File: config.mk
export PLATFORM = sky130hd
export DESIGN_NAME = run_monitor_flat
export DESIGN_NICKNAME = d
export VERILOG_FILES = /design/src/rtl/run_monitor_pkg.sv /design/src/rtl/run_monitor_if.sv /design/src/rtl/run_monitor_cmp.sv /design/src/rtl/run_monitor.sv /design/src/flat_wrapper.sv
export SDC_FILE = /design/constraint.sdc
export NUM_CORES = 1
export LEC_CHECK = 0
export BUFFER_PORTS_ARGS = -buffer_cell sky130_fd_sc_hd__clkbuf_2
export CORE_UTILIZATION = 49
export CTS_CLUSTER_SIZE = 10
export DETAILED_ROUTE_END_ITERATION = 8
export PLACE_DENSITY_LB_ADDON = 0.2
export SLEW_MARGIN = 0
export SYNTH_ARGS = -nofsm -noshare
export SYNTH_HDL_FRONTEND = slang
export SYNTH_SLANG_ARGS = --single-unit
File: constraint.sdc
create_clock -name clk -period 4.75 [get_ports clk]
set_clock_uncertainty 0.15 [all_clocks]
set_input_delay 0.475 -clock clk [delete_from_list [all_inputs] [get_ports clk]]
set_output_delay 0.475 -clock clk [all_outputs]
set_load 0.005 [all_outputs]
File: src/rtl/run_monitor_pkg.sv
// run_monitor shared types: FSM states, counter and index widths.
// Stall detection is enabled with RUN_MONITOR_STALL_DETECT_EN.
package run_monitor_pkg;

  localparam int CNT_W = 32;
  localparam int IDX_W = 16;

  typedef enum logic [2:0] {
    S_RUN,
    S_DUMP_REQ,
    S_DUMP_WAIT,
    S_DUMP_HOLD,
    S_DONE
  } state_e;

  function automatic logic [CNT_W-1:0] sat_inc(
    input logic [CNT_W-1:0] v
  );
    return (&v) ? v : v + 1'b1;
  endfunction

endpackage

File: src/rtl/run_monitor_if.sv
// Memory read port and dump stream of the run monitor.
// master = monitor side, slave = memory / dump consumer side.
interface run_monitor_if;
  import run_monitor_pkg::*;

  logic             mem_rd_en;
  logic [31:0]      mem_rd_addr;
  logic [31:0]      mem_rd_data;
  logic             dump_valid;
  logic             dump_ready;
  logic [31:0]      dump_data;
  logic [IDX_W-1:0] dump_index;

  modport master (
    output mem_rd_en,
    output mem_rd_addr,
    input  mem_rd_data,
    output dump_valid,
    input  dump_ready,
    output dump_data,
    output dump_index
  );

  modport slave (
    input  mem_rd_en,
    input  mem_rd_addr,
    output mem_rd_data,
    input  dump_valid,
    output dump_ready,
    input  dump_data,
    input  dump_index
  );

endinterface

File: src/rtl/run_monitor_cmp.sv
// N-way masked equality of pc against packed end addresses.
module run_monitor_cmp #(
  parameter int N = 2
) (
  input  logic [31:0]     pc_i,
  input  logic [32*N-1:0] end_pc_i,
  input  logic [N-1:0]    en_i,
  output logic            hit_o
);

  always_comb begin
    hit_o = 1'b0;
    for (int k = 0; k < N; k++) begin
      if (en_i[k] && pc_i == end_pc_i[32*k +: 32])
        hit_o = 1'b1;
    end
  end

endmodule

File: src/rtl/run_monitor.sv
// Watches a core's pc, ends the run on end-pc/timeout, dumps memory.
// Optional pc-stall end detection: RUN_MONITOR_STALL_DETECT_EN.
module run_monitor
  import run_monitor_pkg::*;
#(
  parameter int NUM_END_PC     = 2,
  parameter int DUMP_BASE      = 12,
  parameter int DUMP_WORDS     = 96,
  parameter int TIMEOUT_CYCLES = 100000,
  parameter int STALL_CYCLES   = 16
) (
  input  logic                    clk,
  input  logic                    reset,
  input  logic [31:0]             pc,
  input  logic                    pc_valid,
  input  logic [32*NUM_END_PC-1:0] end_pc,
  input  logic [NUM_END_PC-1:0]   end_pc_en,
  run_monitor_if.master           bus,
  output logic                    done,
  output logic                    timed_out,
  output logic [CNT_W-1:0]        cycle_count,
  output logic [CNT_W-1:0]        instr_count
);

  localparam logic [CNT_W-1:0] TO_LIM = CNT_W'(TIMEOUT_CYCLES);
  localparam bit               TO_EN  = TIMEOUT_CYCLES != 0;
  localparam logic [IDX_W-1:0] LAST   = IDX_W'(DUMP_WORDS - 1);
  localparam logic [31:0]      BASE   = 32'(DUMP_BASE);

  if (DUMP_WORDS < 1 || STALL_CYCLES < 1) begin : g_bad_cfg
    $error("run_monitor: DUMP_WORDS and STALL_CYCLES must be >= 1");
  end

  state_e           state_q, state_d;
  logic [IDX_W-1:0] idx_q, idx_d;
  logic [31:0]      data_q, data_d;
  logic [CNT_W-1:0] cyc_q, cyc_d;
  logic [CNT_W-1:0] ins_q, ins_d;
  logic             to_q, to_d;
  logic             cmp_hit;
  logic             end_hit;

  run_monitor_cmp #(
    .N (NUM_END_PC)
  ) u_cmp (
    .pc_i     (pc),
    .end_pc_i (end_pc),
    .en_i     (end_pc_en),
    .hit_o    (cmp_hit)
  );

`ifdef RUN_MONITOR_STALL_DETECT_EN
  logic [CNT_W-1:0] stall_q, stall_d;
  logic [31:0]      pc_last_q;

  // first cycle on a new pc counts as 1
  always_comb begin
    stall_d = (pc == pc_last_q) ? sat_inc(stall_q) : CNT_W'(1);
  end

  always_ff @(posedge clk or posedge reset) begin
    if (reset) begin
      stall_q   <= '0;
      pc_last_q <= '0;
    end else if (state_q == S_RUN) begin
      stall_q   <= stall_d;
      pc_last_q <= pc;
    end
  end

  assign end_hit = (pc_valid && cmp_hit) ||
                   (stall_d == CNT_W'(STALL_CYCLES));
`else
  assign end_hit = pc_valid && cmp_hit;
`endif

  always_ff @(posedge clk or posedge reset) begin
    if (reset) begin
      state_q <= S_RUN;
      idx_q   <= '0;
      data_q  <= '0;
      cyc_q   <= '0;
      ins_q   <= '0;
      to_q    <= 1'b0;
    end else begin
      state_q <= state_d;
      idx_q   <= idx_d;
      data_q  <= data_d;
      cyc_q   <= cyc_d;
      ins_q   <= ins_d;
      to_q    <= to_d;
    end
  end

  always_comb begin
    state_d = state_q;
    idx_d   = idx_q;
    data_d  = data_q;
    cyc_d   = cyc_q;
    ins_d   = ins_q;
    to_d    = to_q;
    unique case (state_q)
      S_RUN: begin
        cyc_d = sat_inc(cyc_q);
        if (pc_valid)
          ins_d = sat_inc(ins_q);
        // an end hit in the timeout cycle wins
        if (end_hit) begin
          state_d = S_DUMP_REQ;
        end else if (TO_EN && cyc_d == TO_LIM) begin
          to_d    = 1'b1;
          state_d = S_DUMP_REQ;
        end
      end
      S_DUMP_REQ: state_d = S_DUMP_WAIT;
      S_DUMP_WAIT: begin
        data_d  = bus.mem_rd_data;
        state_d = S_DUMP_HOLD;
      end
      S_DUMP_HOLD: begin
        if (bus.dump_ready) begin
          if (idx_q == LAST) begin
            state_d = S_DONE;
          end else begin
            idx_d   = idx_q + 1'b1;
            state_d = S_DUMP_REQ;
          end
        end
      end
      S_DONE: state_d = S_DONE;
      default: state_d = S_RUN;
    endcase
  end

  always_comb begin
    bus.mem_rd_en   = 1'b0;
    bus.mem_rd_addr = '0;
    bus.dump_valid  = 1'b0;
    done            = 1'b0;
    unique case (1'b1)
      state_q == S_DUMP_REQ: begin
        bus.mem_rd_en   = 1'b1;
        bus.mem_rd_addr = BASE + 32'(idx_q);
      end
      state_q == S_DUMP_HOLD: bus.dump_valid = 1'b1;
      state_q == S_DONE:      done = 1'b1;
      default: ;
    endcase
    bus.dump_data  = data_q;
    bus.dump_index = idx_q;
    timed_out      = to_q;
    cycle_count    = cyc_q;
    instr_count    = ins_q;
  end

endmodule

File: src/flat_wrapper.sv
// flat-port wrapper written by rule: the top's interface ports become plain ports
module run_monitor_flat import run_monitor_pkg::*;
#(
  parameter int NUM_END_PC     = 2,
  parameter int DUMP_BASE      = 12,
  parameter int DUMP_WORDS     = 96,
  parameter int TIMEOUT_CYCLES = 100000,
  parameter int STALL_CYCLES   = 16
)
  (clk, reset, pc, pc_valid, end_pc, end_pc_en, done, timed_out, cycle_count, instr_count, bus_mem_rd_en, bus_mem_rd_addr, bus_mem_rd_data, bus_dump_valid, bus_dump_ready, bus_dump_data, bus_dump_index);
  run_monitor_if bus_i ();
  input  logic clk;
  input  logic reset;
  input  logic [31:0] pc;
  input  logic pc_valid;
  input  logic [32*NUM_END_PC-1:0] end_pc;
  input  logic [NUM_END_PC-1:0] end_pc_en;
  output logic done;
  output logic timed_out;
  output logic [CNT_W-1:0] cycle_count;
  output logic [CNT_W-1:0] instr_count;
  output wire logic [$bits(bus_i.mem_rd_en)-1:0] bus_mem_rd_en;
  output wire logic [$bits(bus_i.mem_rd_addr)-1:0] bus_mem_rd_addr;
  input wire logic [$bits(bus_i.mem_rd_data)-1:0] bus_mem_rd_data;
  output wire logic [$bits(bus_i.dump_valid)-1:0] bus_dump_valid;
  input wire logic [$bits(bus_i.dump_ready)-1:0] bus_dump_ready;
  output wire logic [$bits(bus_i.dump_data)-1:0] bus_dump_data;
  output wire logic [$bits(bus_i.dump_index)-1:0] bus_dump_index;
  assign bus_mem_rd_en = bus_i.mem_rd_en;
  assign bus_mem_rd_addr = bus_i.mem_rd_addr;
  assign bus_i.mem_rd_data = bus_mem_rd_data;
  assign bus_dump_valid = bus_i.dump_valid;
  assign bus_i.dump_ready = bus_dump_ready;
  assign bus_dump_data = bus_i.dump_data;
  assign bus_dump_index = bus_i.dump_index;
  run_monitor #(.NUM_END_PC(NUM_END_PC), .DUMP_BASE(DUMP_BASE), .DUMP_WORDS(DUMP_WORDS), .TIMEOUT_CYCLES(TIMEOUT_CYCLES), .STALL_CYCLES(STALL_CYCLES)) u_core (.clk(clk), .reset(reset), .pc(pc), .pc_valid(pc_valid), .end_pc(end_pc), .end_pc_en(end_pc_en), .bus(bus_i), .done(done), .timed_out(timed_out), .cycle_count(cycle_count), .instr_count(instr_count));
endmodule
; ---- Yosys cells after proc, flatten, opt, wreduce, memory -nomap -nowiden
; Cells that the tools add are included.
[totals]
ff_bits = 116
latch_bits = 0
ram_bits = 0
rom_bits = 0
input_bits = 134
out_inout_bits = 148
wordCells = 45
memories = 0
[classes]
add_sub_neg = 4
multipliers = 0
n_div = 0
magnitude_cmp = 0
eq_ne = 10
shift = 0
muxes = 12
bitwise_logic = 3
n_reduce_logical = 10
[op_table]
columns = operator, count
row1 = adder 32 x 1 -> 32 bit (second input constant), 2
row2 = == test 32 bit, 2
row3 = 2-to-1 mux 32 bit, 2
row4 = AND reduction 32 bit, 2
row5 = == test 32 x 17 -> 1 bit (second input constant), 1
row6 = adder 4 x 16 -> 17 bit (first input constant), 1
row7 = adder 16 x 1 -> 16 bit (second input constant), 1
row8 = == test 16 x 7 -> 1 bit (second input constant), 1
row9 = case mux 3 bit (5 select lines), 1
row10 = 2-to-1 mux 3 bit, 4
row11 = AND reduction 3 bit, 3
row12 = == test 3 x 2 -> 1 bit (second input constant), 2
row13 = 2-to-1 mux 1 bit, 5
row14 = == test 3 x 1 -> 1 bit (second input constant), 1
row15 = == test 3 bit (second input constant), 1
row16 = logical AND 1 bit, 3
row17 = logical NOT 3 bit, 1
row18 = != test 3 x 1 -> 1 bit (second input constant), 1
row19 = inverter 1 bit, 3
row20 = != test 2 bit (second input constant), 1
row21 = AND reduction 2 bit, 1

; ---- Longest topological paths before layout
[depth]
ltp_word = 7
depth_mapped = 9
ltp_nobuf = 8

; ---- Cells and area by module
; Synthesis repeated with hierarchy kept, for this count alone.
[unflattened]
hier_cells = 701
area_unflattened_um2 = 6860.3
[modules_own_cells]
columns = module, n_inst, cells_per_inst, area_each_um2, seq_area_each_um2
row1 = run_monitor, 1, 610, 6153.4, 2902.8
row2 = run_monitor_cmp, 1, 91, 706.9, 0.0

; ---- Worst setup path before layout
; Ideal clock, no wire load.
[synth_timing]
path_kind = reg-to-reg
from = register u_core.cyc_q[0], in the netlist u_core.cycle_count[0]
to = register u_core.state_q[0]
setup_ps = 94
arrival_ps = 2361
required_ps = 4506
setup_slack_ps = 2145
stages_incl_launch_ff = 9
n_path_buf = 0
synth_period_minus_slack_ps = 2605
cell_sequence = dfrtp_1 ha_1 nand4_4 nor4_4 nand3_2 a211o_1 a2111oi_2 nand4_1 a221oi_2
[synth_via]
elab_chain_len = 5
word_cells_on_any_way = 6
classes_between = add/sub: 1 / eq/ne: 2 / mux: 1 / reduce/logical: 2
[synth_rtl]
columns = item, line_no
row1 = "start, declared", run_monitor.sv:37  ; logic [CNT_W-1:0] cyc_q, cyc_d;
row2 = "start signal, assigned", run_monitor.sv:89  ; cyc_q <= cyc_d;
row3 = adder 32 x 1 -> 32 bit / AND reduction 32 bit (equally long branches), run_monitor_pkg.sv:19  ; return (&v) ? v : v + 1'b1;
row4 = 2-to-1 mux 32 bit (*), run_monitor_pkg.sv:19
row5 = == test 32 x 17 -> 1 bit (*), run_monitor.sv:110  ; end else if (TO_EN && cyc_d == TO_LIM) begin
row6 = != test 3 x 1 -> 1 bit (no source line) (*), --
row7 = AND reduction 2 bit (no source line) (*), --
row8 = "end signal, assigned", run_monitor.sv:86  ; state_q <= state_d;
row9 = "end, declared", run_monitor.sv:34  ; state_e state_q, state_d;
; Mark *: on every way between the ends. The rest lies on a longest branch, timed or not.
; A chain may end at the register's enable or synchronous reset.

; ---- Final worst setup path
; Same ends and word-level chain as after synthesis.

==> results.md <==
- RSZ-0062 raised after global routing: no
- Avg WL per Cell: between 15 and 20 µm
- Ant diodes: 0
- Worst setup EP type: register
- Sequential Power Share: 39.1%
- Skew-Pair Late Insertion Delay: 0.41 ns
- Async set-reset flop share out of synthesis: 100%
- Number of global-route vias before repair: 5854
- Vias per inst: 5.32
- Synth Flop Type: dfrtp_1
- Worst EP arrival: 3.27 ns
- Aggregate global-route resource usage: a little over a quarter
- Clock Tree Root: clkbuf_16
- CTS tree: yes
- Die width: between 100 and 150 µm
- Area growth syn-to-layout: 28.7%
- Pint: between 2 and 2.5 mW
- GPL Wtd Cong: around 0.9
- Clk slew on worst S/H paths: 0.05 ns
- Bufs on Longest Clock Path: 2
- Reg2reg setup slack: approximately 1.7 ns
- Final ANT Viol Nets: 0
- Syn_area_per_cell: 9.90 µm²
- Die Y: 121 µm
- Pin count of the biggest net entering global routing: 57
- Worst hold slack: about 0.021 ns
- DRT iter0 DRCs: 417
- MaxCap Viol Count: 0
- Die Area: ~15000 µm²
- Area share of the largest cell type after synthesis: 42.2%
- Sw Ratio: 29.9%
- Startpoint Class: register
- Vias after detailed routing: approximately 6100
- Total CTS buffers: 17
- Core area: 13500 µm²
- Worst-Margin Slew: 0.765 ns
- Max Freq: roughly 320 MHz
- DP Worst Slack: 1.75 ns
- Power Density: 398 nW/µm²
- Netlist cell types: 57
- Number of remaining DRC errors: 0
- Congestion Overflow GR: 0
- Status: finished clean
- Worst Slack Setup Final: 1.65 ns
- Final core occ: 65.9%
- Psw: roughly 1.1 mW
- Final setup viols: 0
- Pleak: 4.26 nW
- Worst endpoint required time: 4.92 ns
- Sequential element share of the synthesized area: 42.2%
- Number of buffers added on ports: between 200 and 300
- Gate power share: between 20% and 30%
- Relative slew slack: 48.9%
- Setup_tns: 0 ns
- Area leader, netlist: dfrtp_1
- IO Pins: 282
- Cell with the most instances after synthesis: dfrtp_1
- EDFF count, synth: 0
- Synth area leaders: dfrtp_1 42%, xnor2_1 11%, xor2_1 7.8%, mux2_2 5.2%, nand4_1 3.5%
- Slew Viols, Final: 0
- # resized after CTS: 0
- Period utilization: 65.2%
- Cell Area, Synth: 6880 µm²
- Drt total wl: 18.5 mm
- Worst Hold Class: primary input to async pin
- DRT Pass-1 Iters: 5
- Initial antenna violation count: 0
- Minimum clock period: 3.10 ns
- # rows: 42
- Post-synth top cells: 116 x dfrtp_1, 88 x xnor2_1, 61 x xor2_1
- Post-CTS Setup Inserts: 0
- Max IR drop VDD: 0.346 mV
- Crit-path max FO: 7
- Layout Nets: 1097
- Hold Buf Count CTS: 0
- Syn Inst Count: 695
- Synth Warn #: 0
- Clock power share: 34.5%
- Final Hold Viols: 0
- H-tree Lvls: 4
- Share of cells above drive strength 1: 35.5%
- First-pass GRT wire length: 29.9 mm
- WS Path Type: register to register
- Synth Register Bits: 116
- Dpl hpwl: 14.2 mm
- Clk sinks: 116
- Starting Density: roughly half
[power groups by stage]
| stage | logic [mW] | clock network [mW] | registers [mW] |
|---|---|---|---|
| after detailed placement | 0.941 | 0 | 1.39 |
| after global placement | 0.932 | 0 | 1.38 |
| after CTS | 0.944 | 1.24 | 1.38 |
| after floorplan | 0.561 | 0 | 1.36 |
| final | 0.931 | 1.22 | 1.38 |
| after global routing | 1.04 | 1.28 | 1.41 |
[worst max-delay path, stage by stage (launching register included)]
cell       delay [ns]
dfrtp_1          0.45
ha_1             0.31
and4_1           0.31
nand2_1          0.20
a2111oi_0        0.63
o22ai_1          0.18
nor4_1           0.27
nand4_1          0.22
a221oi_2         0.28
[routing by layer]
layer | vias to the layer above | wire length, µm | global-route usage, %
li1 | 2956 | - | -
met1 | 2892 | 8410 | 36.9
met2 | 202 | 8700 | 41.5
met3 | 30 | 1050 | 4.43
met4 | 0 | 388 | 9.80
met5 | - | 0 | 0
[layout by cell type (no fill, tap or decap), types with 4 or more instances in the layout]
cell type,netlist,routed
nand2_1,52,52
nor3_1,16,16
clkbuf_2,3,266
nor4_1,18,18
clkbuf_16,0,17
a21oi_1,10,10
and3_1,12,12
xnor2_1,88,88
a31oi_1,5,5
clkbuf_8,0,6
nor2_1,49,49
o21ai_0,12,12
mux2_2,32,32
mux2i_1,4,4
ha_1,5,5
nand4_1,38,38
and2_1,7,7
xor2_1,61,61
dfrtp_1,116,116
nand3_1,40,40
conb_1,1,15
and4_1,14,14
inv_1,15,14
or3_1,8,8
[metrics by stage]
stage          total power, mW  cells  instance area (µm²)
6_report                  3.53   1143                 8860
5_1_grt                   3.73   1143                 8860
4_1_cts                   3.56   1143                 8860
3_5_place_dp              2.34   1115                 8300
3_3_place_gp              2.31   1115                 8300
2_1_floorplan             1.92    709                 6940
[layout make-up]
class	instances	area, µm²
fill	1140	4590
multi-input combinational	539	3760
clock inverter	4	47.5
clock buffer	24	512
inverter	15	58.8
sequential	116	2900
timing repair buffer	269	1350
tap	176	220
[sequential cells by signal (all words and copies together) (netlist names)]
signal,cells
u_core.bus.dump_data,32
u_core.state_q,3
u_core.bus.dump_index,16
u_core.timed_out,1
u_core.instr_count,32
u_core.cycle_count,32
[final timing paths]
check                           cells past startpoint                  start                  endpoint
worst max-delay path                                8  u_core.cycle_count[0]         u_core.state_q[0]
worst min-delay path                                2                  reset    u_core.instr_count[23]
worst max register to register                      8  u_core.cycle_count[0]         u_core.state_q[0]
worst min register to register                      1       u_core.timed_out          u_core.timed_out
max in group asynchronous                           3                  reset    u_core.cycle_count[24]
min in group clk                                    2    bus_mem_rd_data[11]  u_core.bus.dump_data[11]
[cells by family (layout without fill, tap and decap cells)]
| group | after synthesis | in the layout | share of synthesized area, % |
|---|---|---|---|
| AO/OA/AOI/OAI | 56 | 56 | 5.76 |
| XOR/XNOR | 149 | 149 | 19.0 |
| adder cells (fa/ha/maj) | 5 | 5 | 0.909 |
| buffers and inverters | 54 | 312 | 3.96 |
| flip-flops | 116 | 116 | 42.2 |
| multiplexers | 36 | 36 | 5.82 |
| other | 1 | 15 | 0.0545 |
| AND/OR/NAND/NOR | 278 | 278 | 22.4 |
No activity file was read; power rests on OpenSTA's default activity.
